## src/rtl/count_sequencer_pkg.sv

```systemverilog
// Shared constants and state encoding for the count sequencer.
package count_sequencer_pkg;

    localparam int CNT_W = 4;

    typedef enum logic [1:0] {
        ST_IDLE = 2'b00,
        ST_RUN  = 2'b01,
        ST_HOLD = 2'b10
    } state_e;

endpackage

```

## src/rtl/count_sequencer_load_counter4.sv

```systemverilog
// 4-bit loadable up-counter; a load takes priority over a count.
module load_counter4
    import count_sequencer_pkg::*;
(
    input  logic             CLK,
    input  logic             Clear_b,
    input  logic             Load,
    input  logic             Count,
    input  logic [CNT_W-1:0] I,
    output logic [CNT_W-1:0] A,
    output logic             C_out
);

    always_ff @(posedge CLK or negedge Clear_b) begin
        if (!Clear_b)   A <= '0;
        else if (Load)  A <= I;
        else if (Count) A <= A + 1'b1;
    end

    // Carry out flags that the next count wraps 15 -> 0.
    assign C_out = Count & (&A);

endmodule

```

## src/rtl/count_sequencer.sv

```systemverilog
// Start/pause/abort sequencer driving a loadable counter through
// repeated or single Load_val..Terminal periods.
module count_sequencer
    import count_sequencer_pkg::*;
(
    input  logic             CLK,
    input  logic             Clear_b,
    input  logic             Start,
    input  logic             Pause,
    input  logic             Abort,
    input  logic             Auto_reload,
    input  logic [CNT_W-1:0] Load_val,
    input  logic [CNT_W-1:0] Terminal,
    output logic [CNT_W-1:0] Value,
    output logic             Busy,
    output logic             Done,
    output logic [1:0]       State
);

    state_e           state_q, state_d;
    logic             done_q, done_d;
    logic [CNT_W-1:0] lv_q, tv_q;
    logic             lat_en;
    logic             cnt_load, cnt_count;
    logic [CNT_W-1:0] cnt_i;
    logic             carry_unused;

    always_ff @(posedge CLK or negedge Clear_b) begin
        if (!Clear_b) begin
            state_q <= ST_IDLE;
            done_q  <= 1'b0;
            lv_q    <= '0;
            tv_q    <= '0;
        end else begin
            state_q <= state_d;
            done_q  <= done_d;
            if (lat_en) begin
                lv_q <= Load_val;
                tv_q <= Terminal;
            end
        end
    end

    always_comb begin
        state_d   = state_q;
        done_d    = 1'b0;
        lat_en    = 1'b0;
        cnt_load  = 1'b0;
        cnt_count = 1'b0;
        cnt_i     = '0;
        if (Abort) begin
            // Loading zero is the only way Value is cleared outside reset.
            state_d  = ST_IDLE;
            cnt_load = 1'b1;
        end else begin
            case (state_q)
                ST_IDLE: begin
                    if (Start) begin
                        lat_en   = 1'b1;
                        cnt_load = 1'b1;
                        cnt_i    = Load_val;
                        state_d  = ST_RUN;
                    end
                end
                ST_RUN: begin
                    if (Pause) begin
                        state_d = ST_HOLD;
                    end else if (Value == tv_q) begin
                        done_d = 1'b1;
                        if (Auto_reload) begin
                            cnt_load = 1'b1;
                            cnt_i    = lv_q;
                        end else begin
                            state_d = ST_IDLE;
                        end
                    end else begin
                        cnt_count = 1'b1;
                    end
                end
                ST_HOLD: begin
                    if (!Pause) state_d = ST_RUN;
                end
                default: state_d = ST_IDLE;
            endcase
        end
    end

    load_counter4 u_cnt (
        .CLK    (CLK),
        .Clear_b(Clear_b),
        .Load   (cnt_load),
        .Count  (cnt_count),
        .I      (cnt_i),
        .A      (Value),
        .C_out  (carry_unused)
    );

    assign State = state_q;
    assign Busy  = (state_q != ST_IDLE);
    assign Done  = done_q;

endmodule

```

## config.mk

```make
export PLATFORM = sky130hd
export DESIGN_NAME = count_sequencer
export DESIGN_NICKNAME = d
export VERILOG_FILES = /design/src/rtl/count_sequencer_pkg.sv /design/src/rtl/count_sequencer_load_counter4.sv /design/src/rtl/count_sequencer.sv
export SDC_FILE = /design/constraint.sdc
export NUM_CORES = 1
export LEC_CHECK = 0
export ABC_AREA = 1
export ABC_CLOCK_PERIOD_IN_PS = 3040
export CORE_MARGIN = 5
export CORE_UTILIZATION = 45
export CTS_CLUSTER_SIZE = 10
export DETAILED_ROUTE_END_ITERATION = 10
export PLACE_DENSITY_LB_ADDON = 0.15
export SYNTH_ARGS = -nofsm -noshare
export SYNTH_HDL_FRONTEND = slang
export SYNTH_SLANG_ARGS = --single-unit
export TNS_END_PERCENT = 30
```

## constraint.sdc

```tcl
create_clock -name CLK -period 3.04 [get_ports CLK]
set_input_delay 0.76 -clock CLK [delete_from_list [all_inputs] [get_ports CLK]]
set_output_delay 0.76 -clock CLK [all_outputs]
set_load 0.01 [all_outputs]
```

## After elaboration in Yosys (flattened, before gate mapping)

Cells that the tools add are included.

- Register bits after elaboration: 15
- Bits in latches: 0
- RAM bits: 0
- Memory bits (read-only): 0
- Output and inout port bits: 8
- Logic and storage cells: 48
- Memories kept: 0

- $add $sub $neg: 1
- $mul: 0
- Divide/modulo/power cells: 0
- Magnitude comparators: 0
- Equal/unequal tests: 7
- Shift-type cells: 0
- Muxes and demuxes: 31
- Bitwise operators: 0
- Reductions and logical operators: 4

Operator list:

| cell | count |
|---|---|
| two-way mux 4 bit | 7 |
| two-way mux 1 bit | 15 |
| two-way mux 2 bit | 6 |
| != test 4 bit, second input constant | 2 |
| case mux 4 bit (2 select lines) | 1 |
| != test 3 bit, second input constant | 2 |
| case mux 2 bit (3 select lines) | 1 |
| adder 4 x 1 -> 4 bit, second input constant | 1 |
| == test 4 bit | 1 |
| AND reduction 4 bit | 1 |
| nonzero test 2 bit | 2 |
| == test 2 x 1 -> 1 bit, second input constant | 1 |
| == test 2 bit, second input constant | 1 |
| zero test 2 bit | 1 |
| case mux 1 bit (2 select lines) | 1 |

## Logic depth before layout (Yosys ltp)

Gate-level depths: netlist (run 1).

- Depth after elaboration: 7
- Gate-level depth with buffers: 10

## Cells and area by module

A second synthesis (run 1) with hierarchy kept.

- Cells, all modules: 128
- Area total of the unflattened synthesis: 919.6 µm²

By module, submodules not included:

| module | instances | cells each | area an instance (µm²) | sequential area each (µm²) |
|---|---|---|---|---|
| count_sequencer | 1 | 99 | 690.7 | 275.3 |
| load_counter4 | 1 | 29 | 229.0 | 100.1 |

## Worst setup path before layout (run 1)

Ideal clock, no wire load.

- Path kind: in2reg
- Start point: input Start
- End point: register lv_q[2]
- Arrival time: 1465 ps
- Setup slack: 1450 ps
- Cell stages on the path: 5
- Path buffers: 1
- Path through: inv_1 > nor2_8 > nand2_2 > buf_6 > mux2_4

- Cells in the longest elaborated chain, start to end: 3

RTL lines:

| item | RTL line | source |
|---|---|---|
| start, declared | count_sequencer.sv:8 | `input logic Start,` |
| two-way mux 1 bit | count_sequencer.sv:58 | `if (Start) begin` |
| two-way mux 1 bit | count_sequencer.sv:56 | `case (state_q)` |
| two-way mux 1 bit | count_sequencer.sv:51 | `if (Abort) begin` |
| end signal, assigned | count_sequencer.sv:38 | `lv_q <= Load_val;` |
| end, declared | count_sequencer.sv:22 | `logic [CNT_W-1:0] lv_q, tv_q;` |

No other way between the ends.
A chain may end at the register's enable or synchronous reset.

## Worst setup path in the final report (run 1)

- Start point: register state_q[0], in the netlist State[0]
- End point: output Busy

- Cells in the longest elaborated chain, start to end: 1

RTL lines:

| item | RTL line | source |
|---|---|---|
| start, declared | count_sequencer.sv:20 | `state_e state_q, state_d;` |
| start signal, assigned | count_sequencer.sv:35 | `state_q <= state_d;` |
| nonzero test 2 bit | count_sequencer.sv:99 | `assign Busy = (state_q != ST_IDLE);` |
| end, declared | count_sequencer.sv:15 | `output logic Busy,` |

No other way between the ends.

==> flow_summary.toml, run 1 <==
[timing]
final_hold_viol_count = 0
max_freq_ghz = 0.453
max-slew-margin-rel_pct = 54.5
setup_viol = 0
fin_crit_sh_pct = 72.6
tightest_slew_ns = 0.680
fin_worst_skew_ns = 0.00516
finalMaxSlewViolations = 0
rsz0062_at_grt = "false"
hold_ws_ns = 0.516
min_period_ns = 2.21
layout_setup_ws_ns = 0.833
tns_ns = 0

[route]
drc = 0
initialDrtViolationCount = 17
ant_nets = 0
avgRoutedWirePerCell_microns = 12.0
drtPass1Iterations = 4
routed-via-count = 826
drt_wl_total_mm = 2.04
routed_via_density = 4.86

[yosys]
yosys_warnings = 0
yosysSeqAreaShare_pct = 37.2
yosys_register_bits = 15
synthFlopType = "dfrtp_1"
synth_area_sq_um = 1010
syn_inst = 119
synth_area_leaders = "dfrtp_1 37%, nand2_1 13%, nor2_8 5.9%, nand2_2 5.0%, nand4_1 5.0%"
yosys-top-cells-count = "36 x nand2_1, 15 x dfrtp_1, 12 x inv_1"
synth_nets = 134
yosysMostFrequentCell = "nand2_1"
synth_top_area_share_pct = 37.2
syn_avg_cell_area_sq_um = 8.49
async_flop_share_pct = 100
synth_edf_count = 0
synth_cell_types = 24
synth_top_cell_by_area = "dfrtp_1"

[placed_design]
numPortBuffers = 21
hpwl_mm = 1.56
pre_cts_slack_ns = 0.813
gp_congestion = 0.790

[clocking]
hold_buffers = 0
clk_pin_slew_worst_paths_ns = 0.10
cts.path.max_buffers = 2
cts_made_buffers = 3
root_buffer = "clkbuf_4"
cts_tree = "yes"
ctsResizeCount = 0
clock_sinks = 15
clock_latency_ns = 0.29
cts_setup_buffers = 0
htreeDepth = 1

[pwr]
vdd_ir_drop_max_uv = 320
report.power.total_uw = 665
power.leakage_nw = 0.631
powerDensity_nw_per_um2 = 525

[setup_path]
critPathLaunchType = "flip-flop"
crit_fanout = 5
rr_startpoint = "u_cnt.A[0]"
r2r-end = "u_cnt.A[3]"
arrival_ns = 1.45
reg2reg_setup_slack_ns = 1.63
ff2ff_path_depth = 9
crit_type = "reg -> out"
crit_required_ns = 2.28
crit_path_end_kind = "output pin"

[floorplan]
die_w_microns = 57.4
start_util_pct = 46.5
row_count = 17
die-height_microns = 57.4
ios = 22
core_sq_um = 2170
dieArea_sq_um = 3290

[worst_hold_path]
hold_class = "reg -> reg"
hold_path_end = "lv_q[0]"
worstHoldPathCells = 1
holdCritStartpoint = "lv_q[0]"

[cells_and_area]
fillers = 222
diodes = 0
layout-drive-gt1-share_pct = 20.4
fin_nets = 158
area_growth_pct = 25.4

[global_route]
grt_usage_pct = 14.2
overflow = 0
grt_max_degree = 16
grt_pass1_wl_mm = 3.69
grt_pass1_vias = 858
antenna_found_initial = 0

[run_status]
outcome = "complete, no violations"

[job]
cap_viol_max_count = 0
[critical path, stage by stage (launching register included)]
cell and delay (ns):
dfrtp_1 0.43, nor2_1 0.07, inv_2 0.11, clkdlybuf4s50_1 0.55
[registers in the layout, summed over array words and instances, names as in the netlist]
signal	flops
u_cnt.A	4
lv_q	4
Done	1
tv_q	4
State	2
[per-stage QoR]
step / instances / utilization [%] / area, sq um
6_report: 170 / 58.4 / 1270
5_1_grt: 170 / 58.4 / 1270
4_1_cts: 170 / 58.4 / 1270
3_5_place_dp: 166 / 57.2 / 1240
3_3_place_gp: 166 / 57.2 / 1240
2_1_floorplan: 119 / - / 1010
[per-layer routing]
layer	share of wire (%)	up-vias	track usage [%]	wire (microns)
li1	-	423	-	-
met1	45	382	18.6	925
met2	49	17	22.9	1010
met3	4.0	4	2.49	82
met4	1.2	0	5.63	25
met5	0	-	0	0
[cell type report]
| type | instances | area [sq um] | area share (%) |
|---|---|---|---|
| well taps | 28 | 35.0 | 2.77 |
| flip-flops and latches | 15 | 375 | 29.6 |
| inverters | 16 | 62.6 | 4.94 |
| repair buffers | 21 | 210 | 16.6 |
| clock buffers | 4 | 26.3 | 2.08 |
| multi-input cells | 86 | 557 | 44.0 |
[power breakdown]
part / switching (mW) / internal, mW / total (mW)
Combinational: 0.153 / 0.120 / 0.272
Clock: 0.0673 / 0.0510 / 0.118
Sequential: 0.0354 / 0.239 / 0.274
Total: 0.255 / 0.409 / 0.665
[cells in the final DEF, fill, tap and decap left out, types with 3 or more instances in the layout]
cell type        count
clkbuf_4             3
clkdlybuf4s50_1     21
nand2_2              8
nand2_1             36
inv_1               12
nand4_1              8
a21oi_1              5
dfrtp_1             15
nor2_1               8
inv_2                3
nor2_8               3
[logic make-up after synthesis]
group           after synthesis  share of synthesized area (%)
simple gates                 70                           40.6
buf+inv                      18                           7.68
flops                        15                           37.2
compound gates                9                           6.32
mux                           4                           5.20
xor+xnor                      2                           1.74
fa+ha+maj                     1                           1.24
[how the worst max path moves through the flow]
stage                   from      end  slack (ns)  cells past startpoint
floorplan              Start  lv_q[2]        1.45                      5
global placement       Abort  lv_q[2]        0.82                      4
detailed placement     Abort  lv_q[3]        0.81                      4
CTS                 State[0]     Busy        0.82                      3
global route        State[0]     Busy        0.75                      3
finish              State[0]     Busy        0.83                      3
Power figures use the tool's default switching activity.
==> run 2: changes to the inputs <==
--- a/config.mk
+++ b/config.mk
@@ -6,9 +6,9 @@
 export NUM_CORES = 1
 export LEC_CHECK = 0
 export ABC_AREA = 1
-export ABC_CLOCK_PERIOD_IN_PS = 3040
+export ABC_CLOCK_PERIOD_IN_PS = 1900
 export CORE_MARGIN = 5
-export CORE_UTILIZATION = 45
+export CORE_UTILIZATION = 44
 export CTS_CLUSTER_SIZE = 10
 export DETAILED_ROUTE_END_ITERATION = 10
 export PLACE_DENSITY_LB_ADDON = 0.15
==> constraint.sdc (replaced) <==
create_clock -name CLK -period 1.9 [get_ports CLK]
set_input_delay 0.475 -clock CLK [delete_from_list [all_inputs] [get_ports CLK]]
set_output_delay 0.475 -clock CLK [all_outputs]
set_load 0.01 [all_outputs]
==> run 2 against run 1 <==
  * Non-clock buffer count is 7 higher
  * Worst setup slack worse by 0.76 ns
  * Wire length is 1.7% lower
  * Clock skew hardly changed
  * Sequential power is 59% higher
  * Critical path depth is 2 lower
  * Core utilization is 1.4 points higher
  * Register-to-register slack worse by 1.2 ns
  * Via count is 1.7% higher
  * Count of clock-buffer cells in the layout is 1 lower
  * Critical path type unchanged
  * Critical endpoint is now Value[2]
==> flow_summary.toml, run 2 (same netlist as run 1, synthesis figures left out) <==
[setup_path]
rr_startpoint = "State[1]"
cp-endpoint = "Value[2]"
crit_path_end_kind = "output pin"
worst_setup_path_startpoint = "u_cnt.A[2]"
r2r-end = "u_cnt.A[1]"
critical_path_depth = 1
ff2ff_path_depth = 10
critPathSlowestCell = "clkdlybuf4s50_1"
crit_required_ns = 1.42
crit_chain = "clkdlybuf4s50_1"
reg2reg_setup_slack_ns = 0.39
crit_type = "reg -> out"
cp_num_buf_inv = 1
crit_fanout = 6
critical-path-top-delay-family = "buffers and inverters"
cpPeakStageDelay_ns = 0.58
critPathLaunchType = "flip-flop"
arrival_ns = 1.35

[global_route]
grt_util_met1_pct = 17.6
grt_pass1_vias = 790
antenna_found_initial = 0
grt_pass1_wl_mm = 3.40
grt_most_used_layer = "met2"
grt_max_degree = 16
overflow = 0
use_met3_pct = 2.23
grt_usage_pct = 13.2
grtUsageMet2_pct = 20.6

[clocking]
cts.path.max_buffers = 2
cts_made_buffers = 3
htreeDepth = 1
clk_pin_slew_worst_paths_ns = 0.09
clock_latency_ns = 0.28
clock_sinks = 15
root_buffer = "clkbuf_4"
hold_buffers = 0
cts_tree = "yes"

[cells_and_area]
final_util_pct = 59.8
multi_input_area_sq_um = 557
mostFrequentLayoutCells = "36 x nand2_1, 20 x clkdlybuf4s50_1, 15 x dfrtp_1"
layout-drive-gt1-share_pct = 24.8
reg_top3 = "lv_q (4), tv_q (4), u_cnt.A (4)"
seq_area_sq_um = 375
area_growth_pct = 31.0
stdcell_count = 177
final_common_cell = "nand2_1"
fillers = 202
diodes = 0
fin_nets = 165

[timing]
fin_crit_sh_pct = 96.1
min_period_ns = 1.83
rsz0062_at_grt = "false"
fin_worst_skew_ns = 0.00525
max_freq_ghz = 0.548
tns_ns = 0
final_hold_viol_count = 0
max-slew-margin-rel_pct = 83.8
setup_viol = 0
layout_setup_ws_ns = 0.0748
finalMaxSlewViolations = 0
tightest_slew_ns = 0.243
hold_ws_ns = 0.496

[route]
routed_via_density = 4.75
drc = 0
initialDrtViolationCount = 16
avgRoutedWirePerCell_microns = 11.3
routed-via-count = 840
drt_wl_total_mm = 2.01
drtPass1Iterations = 4
ant_nets = 0

[floorplan]
dieArea_sq_um = 3350
die-height_microns = 57.9
die_w_microns = 57.9
ios = 22
core_sq_um = 2210
row_count = 17
start_util_pct = 45.6

[placed_design]
numPortBuffers = 21
hpwl_mm = 1.54
pre_cts_slack_ns = 0.0769
dp.cells = 169
gp_congestion = 0.845

[worst_hold_path]
hold_class = "in -> async"

[run_status]
outcome = "complete, no violations"

[pwr]
powerDensity_nw_per_um2 = 808
power.leakage_nw = 0.681
vdd_ir_drop_max_uv = 492

[job]
cap_viol_max_count = 0
run 2: changes by cell type in the layout (fill, tap and decap cells not counted):
cell             before  now
buf_4                 0    7
clkbuf_1              1    0
clkdlybuf4s50_1      21   20
clkinv_2              0    1
dlymetal6s2s_1        0    1
run 2: power by group:
group / switching (mW) / total, mW / internal, mW
Clock: 0.0996 / 0.178 / 0.0781
Sequential: 0.0546 / 0.436 / 0.382
Combinational: 0.248 / 0.455 / 0.207
Total: 0.402 / 1.07 / 0.667
run 2: worst min path at each step:
stage / to / start
floorplan: Done / Clear_b
global placement: lv_q[0] / lv_q[0]
detailed placement: lv_q[0] / lv_q[0]
CTS: State[0] / Clear_b
global route: State[1] / Clear_b
finish: State[1] / Clear_b
run 2: final cells by class:
class	count	share of cell area (%)
well taps	28	2.65
inverters	16	4.73
flip-flops and latches	15	28.4
clock buffers	3	1.70
repair buffers	28	20.1
clock inverters	1	0.378
multi-input cells	86	42.1
run 2: repair_timing:
| item | CTS | global route |
|---|---|---|
| gates resized for setup | 0 | 1 |
| pin swaps | 0 | 0 |
| setup endpoints to repair | 1 | 1 |
| setup buffers | 4 | 0 |
| endpoints found under the hold margin | 0 | 0 |
run 2: through the flow:
stage	total power [mW]	area, sq um
final	1.07	1320
after global routing	1.14	1320
after CTS	1.09	1320
after detailed placement	0.890	1260
after global placement	0.884	1260
after floorplan	0.749	1010
run 2: routing by layer:
metal,vias up,routed length (microns)
li1,440,-
met1,375,958
met2,21,918
met3,4,95
met4,0,32
met5,-,0
==> run 3: changes to the inputs <==
--- a/config.mk
+++ b/config.mk
@@ -11,7 +11,10 @@
 export CORE_UTILIZATION = 44
 export CTS_CLUSTER_SIZE = 10
 export DETAILED_ROUTE_END_ITERATION = 10
+export GPL_ROUTABILITY_DRIVEN = 0
+export GPL_TIMING_DRIVEN = 0
 export PLACE_DENSITY_LB_ADDON = 0.15
+export RECOVER_POWER = 50
 export SYNTH_ARGS = -nofsm -noshare
 export SYNTH_HDL_FRONTEND = slang
 export SYNTH_SLANG_ARGS = --single-unit
==> run 3 against run 2 <==
  * First-iteration DRC count is 19% lower
  * Maximum frequency shrank 0.95%
  * Core utilization fell by 1.1 points
  * Critical path type unchanged
  * Largest power group unchanged
  * Highest routed layer unchanged
==> flow_summary.toml, run 3 (same netlist as run 1, synthesis figures left out) <==
[run_status]
outcome = "complete, no violations"

[cells_and_area]
layout-drive-gt1-share_pct = 23.0
stdcell_count = 176
diodes = 0
fin_nets = 164
final_common_cell = "nand2_1"
area_growth_pct = 28.6
mostFrequentLayoutCells = "36 x nand2_1, 18 x clkdlybuf4s50_1, 15 x dfrtp_1"
fillers = 202
reg_top3 = "lv_q (4), tv_q (4), u_cnt.A (4)"

[floorplan]
dieArea_sq_um = 3350
die_w_microns = 57.9
row_count = 17
ios = 22
core_sq_um = 2210
die-height_microns = 57.9
start_util_pct = 45.6

[setup_path]
critical-path-top-delay-family = "buffers and inverters"
crit_type = "reg -> out"
critical_path_depth = 1
crit_path_end_kind = "output pin"
cpPeakStageDelay_ns = 0.59
crit_fanout = 6
cp_num_buf_inv = 1
arrival_ns = 1.37
crit_required_ns = 1.42
ff2ff_path_depth = 6
critPathSlowestCell = "clkdlybuf4s50_1"
crit_chain = "clkdlybuf4s50_1"
critPathLaunchType = "flip-flop"

[placed_design]
numPortBuffers = 21
hpwl_mm = 1.60
dp.cells = 168

[pwr]
powerDensity_nw_per_um2 = 826
clock_power_share_pct = 17.8
p_int_uw = 661
seq_power_share_pct = 40.6
vdd_ir_drop_max_uv = 489
swShare_pct = 38.3
p_sw_uw = 411
p_comb_share_pct = 41.6
power.leakage_nw = 0.667

[clocking]
clk_pin_slew_worst_paths_ns = 0.10
cts.path.max_buffers = 2
clock_latency_ns = 0.29
root_buffer = "clkbuf_4"
htreeDepth = 1
cts_tree = "yes"
cts_made_buffers = 3
clock_sinks = 15

[global_route]
grt_pass1_wl_mm = 3.68
grt_usage_pct = 14.1
grt_pass1_vias = 876
antenna_found_initial = 0
overflow = 0
grt_max_degree = 16

[route]
initialDrtViolationCount = 13
drc = 0
drtPass1Iterations = 4
ant_nets = 0
routed-via-count = 865
drt_wl_total_mm = 2.15
routed_via_density = 4.91
avgRoutedWirePerCell_microns = 12.2

[timing]
max_freq_ghz = 0.543
tns_ns = 0
min_period_ns = 1.84
fin_crit_sh_pct = 97.0
setup_viol = 0
final_hold_viol_count = 0
finalMaxSlewViolations = 0
rsz0062_at_grt = "false"
tightest_slew_ns = 0.695
max-slew-margin-rel_pct = 53.5
fin_worst_skew_ns = 0.00506

[job]
cap_viol_max_count = 0

[worst_hold_path]
hold_class = "reg -> reg"
worstHoldPathCells = 1
-- run 3: worst paths after layout --
| kind | startpoint | endpoint | slack [ns] |
|---|---|---|---|
| min | lv_q[0] | lv_q[0] | 0.52 |
| max in group asynchronous | Clear_b | lv_q[3] | 0.80 |
| max reg2reg | State[0] | lv_q[2] | 0.25 |
| min in group asynchronous | Clear_b | State[1] | 0.66 |
| max | u_cnt.A[2] | Value[2] | 0.06 |
| min reg2reg | lv_q[0] | lv_q[0] | 0.52 |
-- run 3: per-stage QoR --
step / hold slack (ns) / cell area, sq um / power (mW) / util [%] / worst slack, ns
global placement: 0.495 / 1250 / 0.879 / 56.7 / 0.0485
finish: 0.519 / 1300 / 1.07 / 58.7 / 0.0573
floorplan: 0.179 / 1010 / 0.749 / - / 0.521
CTS: 0.521 / 1310 / 1.09 / 59.3 / 0.0275
global route: 0.543 / 1300 / 1.15 / 58.7 / 0.0153
detailed placement: 0.499 / 1250 / 0.890 / 56.7 / 0.0361
-- run 3: layout make-up --
class                   instances  area, sq um  share of cell area (%)
multi-input cells              86          541                    41.6
flip-flops and latches         15          375                    28.9
clock buffers                   3         22.5                    1.73
repair buffers                 25          243                    18.7
well taps                      28         35.0                    2.70
inverters                      16         62.6                    4.82
clock inverters                 1         5.00                   0.385
plain buffers                   2         15.0                    1.16
-- run 3: power groups by stage --
| stage | Combinational (mW) | Sequential, mW | Clock, mW |
|---|---|---|---|
| final | 0.446 | 0.435 | 0.191 |
| after global routing | 0.492 | 0.443 | 0.210 |
| after CTS | 0.464 | 0.435 | 0.192 |
| after detailed placement | 0.446 | 0.444 | 0 |
| after global placement | 0.439 | 0.441 | 0 |
| after floorplan | 0.309 | 0.440 | 0 |
-- run 3: what timing repair did --
action | CTS | global route
endpoints found under the setup margin | 1 | 1
resized for setup | 0 | 1
hold buffers | 0 | 0
setup buffers | 4 | 0
-- run 3: per-layer routing --
metal  vias to the layer above  wire length, microns  track usage [%]
li1                        433                     -                -
met1                       407                   988             17.5
met2                        20                  1030             24.0
met3                         5                    91             2.90
met4                         0                    40             4.97
met5                         -                     0                0
